## src/rtl/router_fsm_nch_if.sv

```systemverilog
// rtl/router_fsm_nch_if.sv - handshake/status bundle between router datapath and router_fsm_nch
interface router_fsm_nch_if #(
  parameter int NUM_CH = 3,
  parameter int ADDR_W = 2
);
  logic              pkt_valid;
  logic              parity_done;
  logic              low_pkt_valid;
  logic              fifo_full;
  logic [ADDR_W-1:0] data_in;
  logic [NUM_CH-1:0] soft_reset;
  logic [NUM_CH-1:0] fifo_empty;

  logic              detect_add;
  logic              lfd_state;
  logic              ld_state;
  logic              laf_state;
  logic              full_state;
  logic              rst_int_reg;
  logic              drop_state;
  logic              write_enb_reg;
  logic              busy;
  logic [NUM_CH-1:0] dest_sel;
  logic              addr_err;
  logic              timeout_err;

  modport slave (
    input  pkt_valid, parity_done, low_pkt_valid, fifo_full, data_in, soft_reset, fifo_empty,
    output detect_add, lfd_state, ld_state, laf_state, full_state, rst_int_reg, drop_state,
    output write_enb_reg, busy, dest_sel, addr_err, timeout_err
  );

  modport master (
    output pkt_valid, parity_done, low_pkt_valid, fifo_full, data_in, soft_reset, fifo_empty,
    input  detect_add, lfd_state, ld_state, laf_state, full_state, rst_int_reg, drop_state,
    input  write_enb_reg, busy, dest_sel, addr_err, timeout_err
  );
endinterface

```

## src/rtl/router_fsm_nch.sv

```systemverilog
// rtl/router_fsm_nch.sv - 1xN router control FSM with invalid-address drop and soft reset
// Optional wait-till-empty abort counter enabled by defining WAIT_TIMEOUT_EN.
module router_fsm_nch #(
  parameter int NUM_CH  = 3,
  parameter int ADDR_W  = 2,
  parameter int TIMEOUT = 30
) (
  input logic             clk,
  input logic             resetn,
  router_fsm_nch_if.slave bus
);

  typedef enum logic [3:0] {
    DECODE_ADDRESS     = 4'd0,
    LOAD_FIRST_DATA    = 4'd1,
    LOAD_DATA          = 4'd2,
    FIFO_FULL_STATE    = 4'd3,
    LOAD_AFTER_FULL    = 4'd4,
    LOAD_PARITY        = 4'd5,
    CHECK_PARITY_ERROR = 4'd6,
    WAIT_TILL_EMPTY    = 4'd7,
    DROP               = 4'd8
  } state_t;

  localparam logic [ADDR_W:0] NUM_CH_W = (ADDR_W+1)'(NUM_CH);

  state_t            r_state;
  state_t            w_next;
  logic [ADDR_W-1:0] r_addr;
  logic              r_addr_err;
  logic [NUM_CH-1:0] w_addr_oh;
  logic [NUM_CH-1:0] w_in_oh;
  logic              w_valid_in;
  logic              w_empty_in;
  logic              w_empty_sel;
  logic              w_soft_sel;
  logic              w_active;
  logic              w_capture;

  function automatic logic [NUM_CH-1:0] f_onehot(input logic [ADDR_W-1:0] a);
    logic [NUM_CH-1:0] oh;
    oh = '0;
    for (int i = 0; i < NUM_CH; i++) oh[i] = (a == ADDR_W'(i));
    return oh;
  endfunction

  assign w_addr_oh   = f_onehot(r_addr);
  assign w_in_oh     = f_onehot(bus.data_in);
  assign w_valid_in  = ({1'b0, bus.data_in} < NUM_CH_W);
  assign w_empty_in  = |(bus.fifo_empty & w_in_oh);
  assign w_empty_sel = |(bus.fifo_empty & w_addr_oh);
  // Soft reset only counts for the channel the current packet is headed to.
  assign w_soft_sel  = |(bus.soft_reset & w_addr_oh);
  assign w_active    = (r_state != DECODE_ADDRESS) && (r_state != DROP);
  assign w_capture   = (r_state == DECODE_ADDRESS) && bus.pkt_valid;

`ifdef WAIT_TIMEOUT_EN
  logic [7:0] r_wait_cnt;
  logic       r_timeout_err;
  logic       w_timeout;
`endif

  always_comb begin
    w_next = r_state;
`ifdef WAIT_TIMEOUT_EN
    w_timeout = 1'b0;
`endif
    case (r_state)
      DECODE_ADDRESS: begin
        if (bus.pkt_valid) begin
          if (!w_valid_in)     w_next = DROP;
          else if (w_empty_in) w_next = LOAD_FIRST_DATA;
          else                 w_next = WAIT_TILL_EMPTY;
        end
      end
      LOAD_FIRST_DATA: w_next = LOAD_DATA;
      LOAD_DATA: begin
        if (bus.fifo_full)       w_next = FIFO_FULL_STATE;
        else if (!bus.pkt_valid) w_next = LOAD_PARITY;
      end
      FIFO_FULL_STATE: if (!bus.fifo_full) w_next = LOAD_AFTER_FULL;
      LOAD_AFTER_FULL: begin
        if (bus.parity_done)        w_next = DECODE_ADDRESS;
        else if (bus.low_pkt_valid) w_next = LOAD_PARITY;
        else                        w_next = LOAD_DATA;
      end
      LOAD_PARITY:        w_next = CHECK_PARITY_ERROR;
      CHECK_PARITY_ERROR: w_next = bus.fifo_full ? FIFO_FULL_STATE : DECODE_ADDRESS;
      WAIT_TILL_EMPTY: begin
        if (w_empty_sel) w_next = LOAD_FIRST_DATA;
`ifdef WAIT_TIMEOUT_EN
        else if (r_wait_cnt == 8'(TIMEOUT - 1)) begin
          w_next    = DROP;
          w_timeout = 1'b1;
        end
`endif
      end
      DROP:    if (!bus.pkt_valid) w_next = DECODE_ADDRESS;
      default: w_next = DECODE_ADDRESS;
    endcase
    if (w_active && w_soft_sel) begin
      w_next = DECODE_ADDRESS;
`ifdef WAIT_TIMEOUT_EN
      w_timeout = 1'b0;
`endif
    end
  end

  always_ff @(posedge clk or negedge resetn) begin
    if (!resetn) begin
      r_state    <= DECODE_ADDRESS;
      r_addr     <= '1;
      r_addr_err <= 1'b0;
    end else begin
      r_state    <= w_next;
      r_addr_err <= w_capture && !w_valid_in;
      if (w_active && w_soft_sel) r_addr <= '1;
      else if (w_capture)         r_addr <= bus.data_in;
    end
  end

`ifdef WAIT_TIMEOUT_EN
  // Counter sits at zero outside the wait state, so entry always starts from zero.
  always_ff @(posedge clk or negedge resetn) begin
    if (!resetn) begin
      r_wait_cnt    <= 8'd0;
      r_timeout_err <= 1'b0;
    end else begin
      r_timeout_err <= w_timeout;
      if (r_state == WAIT_TILL_EMPTY) r_wait_cnt <= r_wait_cnt + 8'd1;
      else                            r_wait_cnt <= 8'd0;
    end
  end
  assign bus.timeout_err = r_timeout_err;
`else
  assign bus.timeout_err = 1'b0;
`endif

  assign bus.detect_add    = (r_state == DECODE_ADDRESS);
  assign bus.lfd_state     = (r_state == LOAD_FIRST_DATA);
  assign bus.ld_state      = (r_state == LOAD_DATA);
  assign bus.laf_state     = (r_state == LOAD_AFTER_FULL);
  assign bus.full_state    = (r_state == FIFO_FULL_STATE);
  assign bus.rst_int_reg   = (r_state == CHECK_PARITY_ERROR);
  assign bus.drop_state    = (r_state == DROP);
  assign bus.write_enb_reg = (r_state == LOAD_DATA) || (r_state == LOAD_PARITY) ||
                             (r_state == LOAD_AFTER_FULL);
  assign bus.busy          = w_active && (r_state != LOAD_DATA);
  assign bus.dest_sel      = w_active ? w_addr_oh : '0;
  assign bus.addr_err      = r_addr_err;

endmodule
```

## src/flat_wrapper.sv

```systemverilog
// flat-port wrapper written by rule: the top's interface ports become plain ports
module router_fsm_nch_flat 
#(
  parameter int NUM_CH  = 3,
  parameter int ADDR_W  = 2,
  parameter int TIMEOUT = 30
)
  (clk, resetn, bus_pkt_valid, bus_parity_done, bus_low_pkt_valid, bus_fifo_full, bus_data_in, bus_soft_reset, bus_fifo_empty, bus_detect_add, bus_lfd_state, bus_ld_state, bus_laf_state, bus_full_state, bus_rst_int_reg, bus_drop_state, bus_write_enb_reg, bus_busy, bus_dest_sel, bus_addr_err, bus_timeout_err);
  router_fsm_nch_if #(.NUM_CH(NUM_CH), .ADDR_W(ADDR_W)) bus_i ();
  input logic clk;
  input logic resetn;
  input wire logic [$bits(bus_i.pkt_valid)-1:0] bus_pkt_valid;
  input wire logic [$bits(bus_i.parity_done)-1:0] bus_parity_done;
  input wire logic [$bits(bus_i.low_pkt_valid)-1:0] bus_low_pkt_valid;
  input wire logic [$bits(bus_i.fifo_full)-1:0] bus_fifo_full;
  input wire logic [$bits(bus_i.data_in)-1:0] bus_data_in;
  input wire logic [$bits(bus_i.soft_reset)-1:0] bus_soft_reset;
  input wire logic [$bits(bus_i.fifo_empty)-1:0] bus_fifo_empty;
  output wire logic [$bits(bus_i.detect_add)-1:0] bus_detect_add;
  output wire logic [$bits(bus_i.lfd_state)-1:0] bus_lfd_state;
  output wire logic [$bits(bus_i.ld_state)-1:0] bus_ld_state;
  output wire logic [$bits(bus_i.laf_state)-1:0] bus_laf_state;
  output wire logic [$bits(bus_i.full_state)-1:0] bus_full_state;
  output wire logic [$bits(bus_i.rst_int_reg)-1:0] bus_rst_int_reg;
  output wire logic [$bits(bus_i.drop_state)-1:0] bus_drop_state;
  output wire logic [$bits(bus_i.write_enb_reg)-1:0] bus_write_enb_reg;
  output wire logic [$bits(bus_i.busy)-1:0] bus_busy;
  output wire logic [$bits(bus_i.dest_sel)-1:0] bus_dest_sel;
  output wire logic [$bits(bus_i.addr_err)-1:0] bus_addr_err;
  output wire logic [$bits(bus_i.timeout_err)-1:0] bus_timeout_err;
  assign bus_i.pkt_valid = bus_pkt_valid;
  assign bus_i.parity_done = bus_parity_done;
  assign bus_i.low_pkt_valid = bus_low_pkt_valid;
  assign bus_i.fifo_full = bus_fifo_full;
  assign bus_i.data_in = bus_data_in;
  assign bus_i.soft_reset = bus_soft_reset;
  assign bus_i.fifo_empty = bus_fifo_empty;
  assign bus_detect_add = bus_i.detect_add;
  assign bus_lfd_state = bus_i.lfd_state;
  assign bus_ld_state = bus_i.ld_state;
  assign bus_laf_state = bus_i.laf_state;
  assign bus_full_state = bus_i.full_state;
  assign bus_rst_int_reg = bus_i.rst_int_reg;
  assign bus_drop_state = bus_i.drop_state;
  assign bus_write_enb_reg = bus_i.write_enb_reg;
  assign bus_busy = bus_i.busy;
  assign bus_dest_sel = bus_i.dest_sel;
  assign bus_addr_err = bus_i.addr_err;
  assign bus_timeout_err = bus_i.timeout_err;
  router_fsm_nch #(.NUM_CH(NUM_CH), .ADDR_W(ADDR_W), .TIMEOUT(TIMEOUT)) u_core (.clk(clk), .resetn(resetn), .bus(bus_i));
endmodule
```

## config.mk

```make
export PLATFORM = sky130hd
export DESIGN_NAME = router_fsm_nch_flat
export DESIGN_NICKNAME = d
export VERILOG_FILES = /design/src/rtl/router_fsm_nch_if.sv /design/src/rtl/router_fsm_nch.sv /design/src/flat_wrapper.sv
export SDC_FILE = /design/constraint.sdc
export NUM_CORES = 1
export LEC_CHECK = 0
export CAP_MARGIN = 20
export CORE_UTILIZATION = 30
export CTS_CLUSTER_SIZE = 10
export DETAILED_ROUTE_END_ITERATION = 16
export HOLD_SLACK_MARGIN = 0.15
export PLACE_DENSITY = 0.63
export SLEW_MARGIN = 20
export SYNTH_ARGS = -nofsm -noshare
export SYNTH_HDL_FRONTEND = slang
export SYNTH_SLANG_ARGS = --single-unit
export TNS_END_PERCENT = 50
```

## constraint.sdc

```tcl
create_clock -name clk -period 2.9 [get_ports clk]
set_clock_uncertainty 0.1 [all_clocks]
set_input_delay 0.29 -clock clk [delete_from_list [all_inputs] [get_ports clk]]
set_output_delay 0.29 -clock clk [all_outputs]
set_load 0.01 [all_outputs]
```

## Word-level counts from Yosys, hierarchy flattened

Index checks and enable logic that the tools add are counted.

- Flip-flop bits (word level): 7
- Logic and storage cells: 59
- Output and inout port bits: 14

- Reductions and logical operators: 17
- Equality and inequality tests: 19
- Bitwise operators: 3
- Multiplexer cells: 16
- Magnitude comparators: 1

Operator list:

| kind | count |
|---|---|
| 4-bit 2-to-1 mux | 9 |
| 4-bit case mux with 9 select lines | 1 |
| 4-bit by 3-bit equality test with 1-bit output (second input constant) | 4 |
| 3-bit bitwise AND | 3 |
| 3-bit 2-to-1 mux | 3 |
| 3-bit by 2-bit != test with 1-bit output (second input constant) | 3 |
| 3-bit OR reduction | 3 |
| 4-bit by 2-bit equality test with 1-bit output (second input constant) | 2 |
| 2-bit 2-to-1 mux | 3 |
| 1-bit logical AND | 5 |
| 5-bit AND reduction | 1 |
| 2-bit by 1-bit equality test with 1-bit output (second input constant) | 2 |
| 2-bit equality test (second input constant) | 2 |
| 4-bit by 1-bit equality test with 1-bit output (second input constant) | 1 |
| 4-bit equality test (second input constant) | 1 |
| 2-bit logical NOT | 2 |
| 4-bit logical NOT | 1 |
| 4-bit by 2-bit != test with 1-bit output (second input constant) | 1 |
| 4-bit by 3-bit != test with 1-bit output (second input constant) | 1 |
| 4-bit != test (second input constant) | 1 |
| 4-bit nonzero test | 1 |
| 3-bit by 1-bit != test with 1-bit output (second input constant) | 1 |
| 1-bit logical OR | 2 |
| 2-bit less-than comparator (second input constant) | 1 |
| other kinds (2) | 2 |

## Logic depth before layout (Yosys ltp)

Gate-level depths: netlist of run 1.

- Word-level depth: 8
- Depth in mapped cells: 5

## Least setup slack after synthesis of run 1

Ideal clock, no wire load.

- Path type: register -> output
- From: register u_core.r_state[0]
- To: output port bus_busy
- Cell stages (with the launch flop): 6
- Path slack: 1.348 ns
- Data arrival time: 1.162 ns
- Buffers on the path: 1
- Cell sequence: dfrtp_1 > buf_6 > inv_1 > nand2_1 > nor3_1 > nor2_1

- Longest elaborated chain between the ends: 3
- Elaborated cells on any way between the ends: 5
- Those cells by class: 2 x eq/ne; 3 x reduce/logical

RTL lines:

| what | line | source |
|---|---|---|
| start: declaration | router_fsm_nch.sv:27 | `state_t r_state;` |
| start signal: assignment | router_fsm_nch.sv:115 | `r_state <= w_next;` |
| 4-bit != test or 4-bit nonzero test (tied branches) | router_fsm_nch.sv:54 | `assign w_active = (r_state != DECODE_ADDRESS) && (r_state != DROP);` |
| 1-bit logical AND | router_fsm_nch.sv:54 |  |
| 1-bit logical AND * | router_fsm_nch.sv:148 | `assign bus.busy = w_active && (r_state != LOAD_DATA);` |
| end: declaration | flat_wrapper.sv:27 | `output wire logic [$bits(bus_i.busy)-1:0] bus_busy;` |

Every way passes the cells marked *; elsewhere a longest branch is shown, timed or not.

## Final worst setup path of run 1

- From: register u_core.r_state[1]
- To: output port bus_write_enb_reg

- Longest elaborated chain between the ends: 3
- Elaborated cells on any way between the ends: 5
- Those cells by class: 3 x eq/ne; 2 x reduce/logical

RTL lines:

| what | line | source |
|---|---|---|
| 4-bit by 2-bit equality test with 1-bit output or 4-bit by 3-bit equality test with 1-bit output (tied branches) | router_fsm_nch.sv:146 | `assign bus.write_enb_reg = (r_state == LOAD_DATA) \|\| (r_state == LOAD_PARITY) \|\|` |
| 1-bit logical OR | router_fsm_nch.sv:146 |  |
| 1-bit logical OR * | router_fsm_nch.sv:146 |  |
| end: declaration | flat_wrapper.sv:26 | `output wire logic [$bits(bus_i.write_enb_reg)-1:0] bus_write_enb_reg;` |

Marks and branches as above.

==> out/qor.yml, run 1 <==
outcome:
  status: "completed"
global_routing:
  overflow: 0
  grtUsageTotal_pct: 14.3
  grt_pass1_vias: 612
  antenna_found_initial: 0
  grt_first_pass_wirelength_um: 2740
  grt_max_degree: 16
clocking:
  ctsResizeCount: 0
  tritoncts: "built"
  cts_buffers: 3
  clk_pin_slew_worst_paths_ps: 50
  cts.sinks: 7
  root_buffer: "clkbuf_4"
  cts_setup_buffers: 0
  htreeDepth: 1
  clk_path_buf_depth: 2
  ctsHoldBuffers: 0
  clk_latency_ps: 240
critical_path:
  cp_max_fo: 15
  cp_data_required_time_ps: 2510
  cp-start-kind: "register"
  cp_slowest_cell: "dfrtp_1"
  arrival_ps: 1990
  worstReg2RegStart: "u_core.r_state[1]$_DFFE_PN0P_"
  setup.worst_path.end_class: "primary output"
  rr_endpoint: "u_core.r_state[2]$_DFFE_PN0P_"
  crit_type: "register to primary output"
  worst_r2r_path_depth: 4
  crit_start: "u_core.r_state[1]$_DFFE_PN0P_"
  cp.buffers_inverters: 1
  crit_family: "flip-flops"
  path_cells: "nand2_1 -> mux2_2 -> nor2_1 -> clkdlybuf4s50_1"
  cpPeakStageDelay_ps: 650
  rrSetupSlack_ps: 1110
floorplan:
  num_rows: 17
  die_w_um: 50.5
  die_area_mm2: 0.00255
  coreArea_mm2: 0.00221
  start_util_pct: 32.0
  io_pins: 28
  die_y_um: 50.5
routing:
  dr.pass1.iters: 4
  drc: 0
  via_per_inst: 5.05
  totalWireLength_um: 1670
  wl_per_cell_um: 12.4
  vias: 682
  ant_nets: 0
  drt_iter0_markers: 24
logic_synthesis:
  synthCells: 84
  async_reset_ff_share_pct: 100
  synth-main-ff-cell: "dfrtp_1"
  ys_warn_count: 0
  synth_area_per_cell_um2: 8.42
  synth_top_cells_by_count: "7 x nor2_1, 6 x a21oi_1, 5 x dfrtp_1, 5 x nand2_1"
  synth-seq-cells: 7
  synth_top_cell_area_share_pct: 17.7
  synth_fp_nets: 98
  synth.cell_area_um2: 707
  ys_seq_area_share_pct: 25.1
  synth.distinct_cells: 40
  yosysTopAreaCell: "dfrtp_1"
  synth_edf_count: 0
  yosys-top-cells-area: "dfrtp_1 18%, dfstp_2 7.4%, buf_6 4.8%, a21oi_1 4.2%, nor3b_1 4.2%"
  yosysMostFrequentCell: "nor2_1"
cells_and_area:
  seqCellArea_um2: 178
  diodes: 0
  fin_util_pct: 43.7
  finish.net_count: 122
  synthToLayoutAreaGrowth_pct: 36.8
  finish.instance_area_um2: 967
  filler_cell_count: 241
  drive_gt1_share_pct: 12.1
  multi_input_area_um2: 453
timing:
  fin_crit_ps: 2380
  rsz0062_at_grt: "false"
  tightest_slew_ps: 507
  finalHoldViolCount: 0
  relSlewSlack_pct: 66.0
  fmax_ghz: 0.420
  fin_crit_sh_pct: 82.1
  drv_slew: 0
  setup_violations: 0
  finalSetupTns_ps: 0
pwr:
  power_frac_comb_pct: 60.8
  p_leak_nw: 0.378
  ir_drop_uv: 614
  power_switching_mw: 0.355
  p_int_mw: 0.464
  pwr-share-seq_pct: 28.8
  p_clk_share_pct: 10.4
  power_density_mw_per_mm2: 846
  swShare_pct: 43.3
placement:
  dpl_cell_area_um2: 941
  routabilityCongestion: 0.820
  dp_hpwl_um: 1320
  io_buffers: 26
hold_path:
  hold_path.class: "input pin to asynchronous set/reset pin"
flow_run:
  drv_cap: 0
-- worst register-to-register path: cells and delay by family, from the launching register on --
family / cells / cell delay [ps]
AOI/OAI and AO/OA: 3 / 580
DFF: 1 / 550
and+or+nand+nor: 1 / 460
-- metal layers --
metal / part of all wire (%) / track usage, % / wire length (µm)
met4: 0.54 / 8.33 / 9
met5: 0 / 0 / 0
met2: 46 / 20.2 / 765
met3: 4.2 / 1.21 / 71
met1: 49 / 20.8 / 827
-- through the flow --
step	worst slack, ps	instances	total power, mW	hold WS, ps
after floorplan	1350	84	0.565	-106
after global placement	771	131	0.735	461
after detailed placement	788	131	0.731	460
after CTS	522	135	0.823	189
after global routing	370	135	0.888	200
final	520	135	0.819	187
-- power by group through the flow --
stage          Clock, mW  Sequential [mW]  Combinational [mW]
2_1_floorplan          0            0.168               0.398
3_3_place_gp           0            0.235               0.501
3_5_place_dp           0            0.235               0.496
4_1_cts           0.0900            0.233               0.500
5_1_grt           0.0964            0.246               0.546
6_report          0.0851            0.235               0.498
-- worst max-delay path by stage --
| stage | endpoint | slack (ps) | depth (start not counted) |
|---|---|---|---|
| after floorplan | bus_busy | 1350 | 5 |
| after global placement | bus_busy | 770 | 4 |
| after detailed placement | bus_drop_state | 790 | 3 |
| after CTS | bus_drop_state | 520 | 3 |
| after global routing | bus_busy | 370 | 4 |
| final | bus_write_enb_reg | 520 | 4 |
-- cell families after synthesis --
logic type | after synthesis | share of synthesized area [%]
AND/OR/NAND/NOR | 39 | 34.7
other | 1 | 0.530
AO/OA/AOI/OAI | 22 | 22.8
multiplexers | 4 | 6.02
flip-flops | 7 | 25.1
buffers and inverters | 11 | 10.8
-- sequential cells by signal, indices dropped and copies added, names as in the netlist --
register	cells
u_core.r_state	4
u_core.r_addr	2
u_core.bus.addr_err	1
-- cells in the final DEF, fill, tap and decap left out, types with 2 or more instances in the layout --
master,synthesis,routed
mux2_2,2,2
clkdlybuf4s50_1,0,26
mux2i_1,2,2
inv_1,4,4
o21ai_0,2,2
o221ai_1,2,2
a21oi_1,6,6
nor3_1,3,3
nor2_1,7,7
a211oi_1,2,2
nor3b_1,4,4
dfstp_2,2,2
clkbuf_4,0,3
nand2b_1,4,4
nand2_1,5,5
nor2b_1,3,3
and2_1,3,3
dfrtp_1,5,5
-- final cells by class --
cell class | count | share of cell area [%]
multi-input combinational | 66 | 46.8
timing repair buffer | 26 | 26.9
sequential | 7 | 18.4
tap | 28 | 3.62
clock buffer | 4 | 2.72
inverter | 4 | 1.55
(Power assumes the default switching activity.)
==> run 2: changes to the inputs <==
Settings changed: PLACE_DENSITY 0.63 to 0.65.
Clock period 2.9 ns to 2.04 ns, I/O delays scaled along.
==> out/qor.yml, run 2 (synthesis results as in run 1) <==
cells_and_area:
  stdcell_count: 149
  diodes: 0
  final_common_cell: "clkdlybuf4s50_1"
  drive_gt1_share_pct: 26.4
  synthToLayoutAreaGrowth_pct: 55.8
  fin_util_pct: 49.8
  finish.net_count: 136
  largest_reg_flops: 4
  layout_common_cells: "21 x clkdlybuf4s50_1, 12 x buf_4, 6 x nor2_1, 6 x a21oi_1, 5 x nand2_1"
  finish.instance_area_mm2: 0.00110
  top_register: "u_core.r_state"
timing:
  setup_violations: 0
  rsz0062_at_grt: "false"
  whs_ps: 493
  finalSetupTns_ps: 0
  fin_crit_ps: 1970
  relSlewSlack_pct: 66.0
  fin_crit_sh_pct: 96.7
  tightest_slew_ps: 507
  final.setup.worst_slack_ps: 67.3
  fmax_ghz: 0.507
  drv_slew: 0
  finalHoldViolCount: 0
pwr:
  p_leak_nw: 0.498
  power_density_mw_per_mm2: 1220
  ir_drop_uv: 651
  power_mw: 1.35
critical_path:
  worst_r2r_path_depth: 6
  cp_max_fo: 8
  arrival_ps: 1670
  rr_endpoint: "u_core.r_state[0]$_DFFE_PN0P_"
  setup.worst_path.end_class: "primary output"
  cpPeakStageDelay_ps: 480
  crit_start: "u_core.r_state[1]$_DFFE_PN0P_"
  crit_path_end: "bus_dest_sel[1]"
  worstReg2RegStart: "u_core.r_state[1]$_DFFE_PN0P_"
  cp_data_required_time_ps: 1740
  path_cells: "nor3_4 -> buf_4 -> nor3b_1 -> clkdlybuf4s50_1"
  cp-start-kind: "register"
  crit_type: "register to primary output"
  cp_slowest_cell: "clkdlybuf4s50_1"
  rrSetupSlack_ps: 220
global_routing:
  grt_first_pass_wirelength_um: 2940
  antenna_found_initial: 0
  grt_max_degree: 13
  overflow: 0
  grt_pass1_vias: 641
  grtUsageTotal_pct: 15.3
flow_run:
  drv_cap: 0
floorplan:
  num_rows: 17
  die_y_um: 50.5
  start_util_pct: 32.0
  io_pins: 28
  die_area_mm2: 0.00255
  coreArea_mm2: 0.00221
  die_w_um: 50.5
placement:
  dpl_cell_area_um2: 986
  dp_slack_ps: 122
  routabilityCongestion: 0.811
  io_buffers: 26
  placed_cells: 137
  dp_hpwl_um: 1390
routing:
  drc: 0
  ant_nets: 0
  vias: 750
  drt_iter0_markers: 23
  wl_per_cell_um: 12.9
  dr.pass1.iters: 4
  via_per_inst: 5.03
  totalWireLength_um: 1920
clocking:
  htreeDepth: 1
  clk_pin_slew_worst_paths_ps: 50
  cts.sinks: 7
  clk_path_buf_depth: 2
  root_buffer: "clkbuf_4"
  clk_latency_ps: 250
  cts_buffers: 3
  tritoncts: "built"
hold_path:
  hold_path.class: "register to register"
outcome:
  status: "completed"
[run 2: metal layers]
metal	vias to the layer above	GRT usage [%]	routed length (µm)
met1	349	21.1	904
met2	18	22.7	900
met4	0	6.02	17
met5	-	0	0
li1	381	-	-
met3	2	3.64	99
[run 2: timing repair]
item,in CTS,in global routing
gates cloned,0,0
hold buffers,1,0
hold endpoints to repair,5,0
setup endpoints to repair,7,10
buffers inserted,0,7
resized for setup,7,6
[run 2: critical path: cells and delay by family (launching register included)]
family | cells | cell delay [ps]
buffers and inverters | 2 | 660
DFF | 1 | 460
and+or+nand+nor | 2 | 300
[run 2: how the worst min path moves through the flow]
stage / depth (start not counted) / endpoint / slack (ps) / from
after global placement: 1 / u_core.bus.addr_err$_DFF_PN0_ / 370 / resetn
after detailed placement: 1 / u_core.r_state[0]$_DFFE_PN0P_ / 370 / resetn
after global routing: 2 / u_core.r_addr[0]$_DFFE_PN1P_ / 550 / u_core.r_addr[0]$_DFFE_PN1P_
after CTS: 2 / u_core.r_addr[0]$_DFFE_PN1P_ / 500 / u_core.r_addr[0]$_DFFE_PN1P_
final: 2 / u_core.r_addr[0]$_DFFE_PN1P_ / 490 / u_core.r_addr[0]$_DFFE_PN1P_
after floorplan: 0 / u_core.bus.addr_err$_DFF_PN0_ / -190 / resetn
[run 2: area by class of cell]
cell class,instances,area [µm²]
well taps,28,35.0
repair buffers,40,377
inverters,4,15.0
fillers,221,1110
multi-input cells,66,467
flip-flops and latches,7,181
clock buffers,4,26.3
[run 2: power breakdown]
part	internal [mW]	leakage, nW	switching, mW	total, mW
registers	0.202	0.0828	0.0905	0.292
clock network	0.0744	0.0150	0.0471	0.121
logic	0.507	0.400	0.426	0.932
==> run 3: changes to the inputs <==
Settings changed: SETUP_SLACK_MARGIN set to 0.1.
==> out/qor.yml, run 3 (synthesis results as in run 1) <==
cells_and_area:
  finish.net_count: 134
  largest_reg_flops: 4
  filler_cell_count: 221
  layout_common_cells: "16 x clkdlybuf4s50_1, 9 x buf_4, 8 x dlygate4sd2_1, 6 x nor2_1, 6 x a21oi_1"
  drive_gt1_share_pct: 25.2
  top_register: "u_core.r_state"
  final_common_cell: "clkdlybuf4s50_1"
  diodes: 0
  fin_util_pct: 49.1
  synthToLayoutAreaGrowth_pct: 53.6
global_routing:
  grt_first_pass_wirelength_um: 3020
  overflow: 0
  grt_pass1_vias: 658
  grt_max_degree: 13
  grtUsageTotal_pct: 15.6
  antenna_found_initial: 0
timing:
  finalHoldViolCount: 0
  fin_crit_ps: 1910
  fin_crit_sh_pct: 93.6
  finalSetupTns_ps: 0
  final.setup.worst_slack_ps: 131
  rsz0062_at_grt: "true"
  whs_ps: 493
  drv_slew: 0
  setup_violations: 0
  fmax_ghz: 0.524
critical_path:
  cpPeakStageDelay_ps: 530
  crit_type: "register to primary output"
  cp_slowest_cell: "clkdlybuf4s50_1"
  cp-start-kind: "register"
  cp.buffers_inverters: 1
  cp_max_fo: 11
  setup.worst_path.end_class: "primary output"
  path_cells: "nand2b_1 -> nor2_1 -> clkdlybuf4s50_1"
  arrival_ps: 1600
  cp_data_required_time_ps: 1740
  crit_family: "buffers and inverters"
placement:
  routabilityCongestion: 0.811
  dp_slack_ps: 122
  dp_hpwl_um: 1390
  io_buffers: 26
clocking:
  clk_path_buf_depth: 2
  root_buffer: "clkbuf_4"
  clk_latency_ps: 250
  clk_pin_slew_worst_paths_ps: 50
  cts_buffers: 3
  htreeDepth: 1
  cts.sinks: 7
  tritoncts: "built"
floorplan:
  io_pins: 28
  coreArea_mm2: 0.00221
  start_util_pct: 32.0
  die_w_um: 50.5
  die_y_um: 50.5
  num_rows: 17
  die_area_mm2: 0.00255
pwr:
  power_density_mw_per_mm2: 1210
  ir_drop_uv: 645
  p_leak_nw: 0.495
  power_mw: 1.31
hold_path:
  hold_path.class: "register to register"
routing:
  via_per_inst: 5.08
  wl_per_cell_um: 12.3
  vias: 747
  totalWireLength_um: 1820
  drc: 0
  ant_nets: 0
  dr.pass1.iters: 4
  drt_iter0_markers: 17
outcome:
  status: "completed"
flow_run:
  drv_cap: 0
## run 3: cell count changes in the layout (fill, tap and decap cells not counted)
cell	before	now
dlygate4sd2_1	2	8
clkdlybuf4s50_1	21	16
buf_4	12	9
buf_6	1	2
dlymetal6s2s_1	3	2
nor3_2	1	0
nor3_4	1	2
## run 3: worst register-to-register path, delay by kind of cell, from the launching register on
| family | cells | cell delay [ps] |
|---|---|---|
| simple gates | 2 | 600 |
| flops | 1 | 500 |
| compound gates | 2 | 400 |
## run 3: what timing repair did
item | 4_1_cts | 5_1_grt
endpoints found under the setup margin | 12 | 4
hold buffers | 1 | 0
gates resized for setup | 16 | 4
hold endpoints to repair | 5 | 0
buffers inserted | 2 | 3
pin swaps | 1 | 1
## run 3: path summary, 6_finish.rpt
check / from / endpoint / slack, ps / cells after the start
worst max-delay path: u_core.r_state[3]$_DFFE_PN0P_ / bus_rst_int_reg / 130 / 3
worst max register to register: u_core.r_state[3]$_DFFE_PN0P_ / u_core.r_state[2]$_DFFE_PN0P_ / 320 / 4
max in group asynchronous: resetn / u_core.r_addr[1]$_DFFE_PN1P_ / 910 / 2
worst min-delay path: u_core.r_addr[0]$_DFFE_PN1P_ / u_core.r_addr[0]$_DFFE_PN1P_ / 490 / 2
min in group asynchronous: resetn / u_core.bus.addr_err$_DFF_PN0_ / 650 / 2
worst min register to register: u_core.r_addr[0]$_DFFE_PN1P_ / u_core.r_addr[0]$_DFFE_PN1P_ / 490 / 2
## run 3: where the power goes
group / switching, mW / internal [mW] / leakage (nW)
combinational: 0.431 / 0.478 / 0.397
clock: 0.0471 / 0.0744 / 0.0150
sequential: 0.0822 / 0.202 / 0.0828
total: 0.560 / 0.754 / 0.495
## run 3: stage by stage
stage / instances / instance area, µm²
final: 147 / 1090
after global routing: 147 / 1090
after CTS: 144 / 1050
after detailed placement: 137 / 986
after global placement: 137 / 986
after floorplan: 84 / 707
## run 3: layer usage
layer  vias up  wire, µm  track usage [%]  part of all wire (%)
met5         -         0                0                     0
met3         2        81             3.33                   4.5
met1       352       806             21.3                    44
met2        18       910             24.2                    50
li1        375         -                -                     -
met4         0        17             5.56                  0.94
## run 3: layout make-up
class                           count  area [µm²]  share of cell area, %
Clock buffer                        4        26.3                   2.42
Sequential cell                     7         181                   16.7
Tap cell                           28        35.0                   3.23
Multi-Input combinational cell     66         473                   43.5
Inverter                            4        15.0                   1.38
Timing Repair Buffer               38         355                   32.7
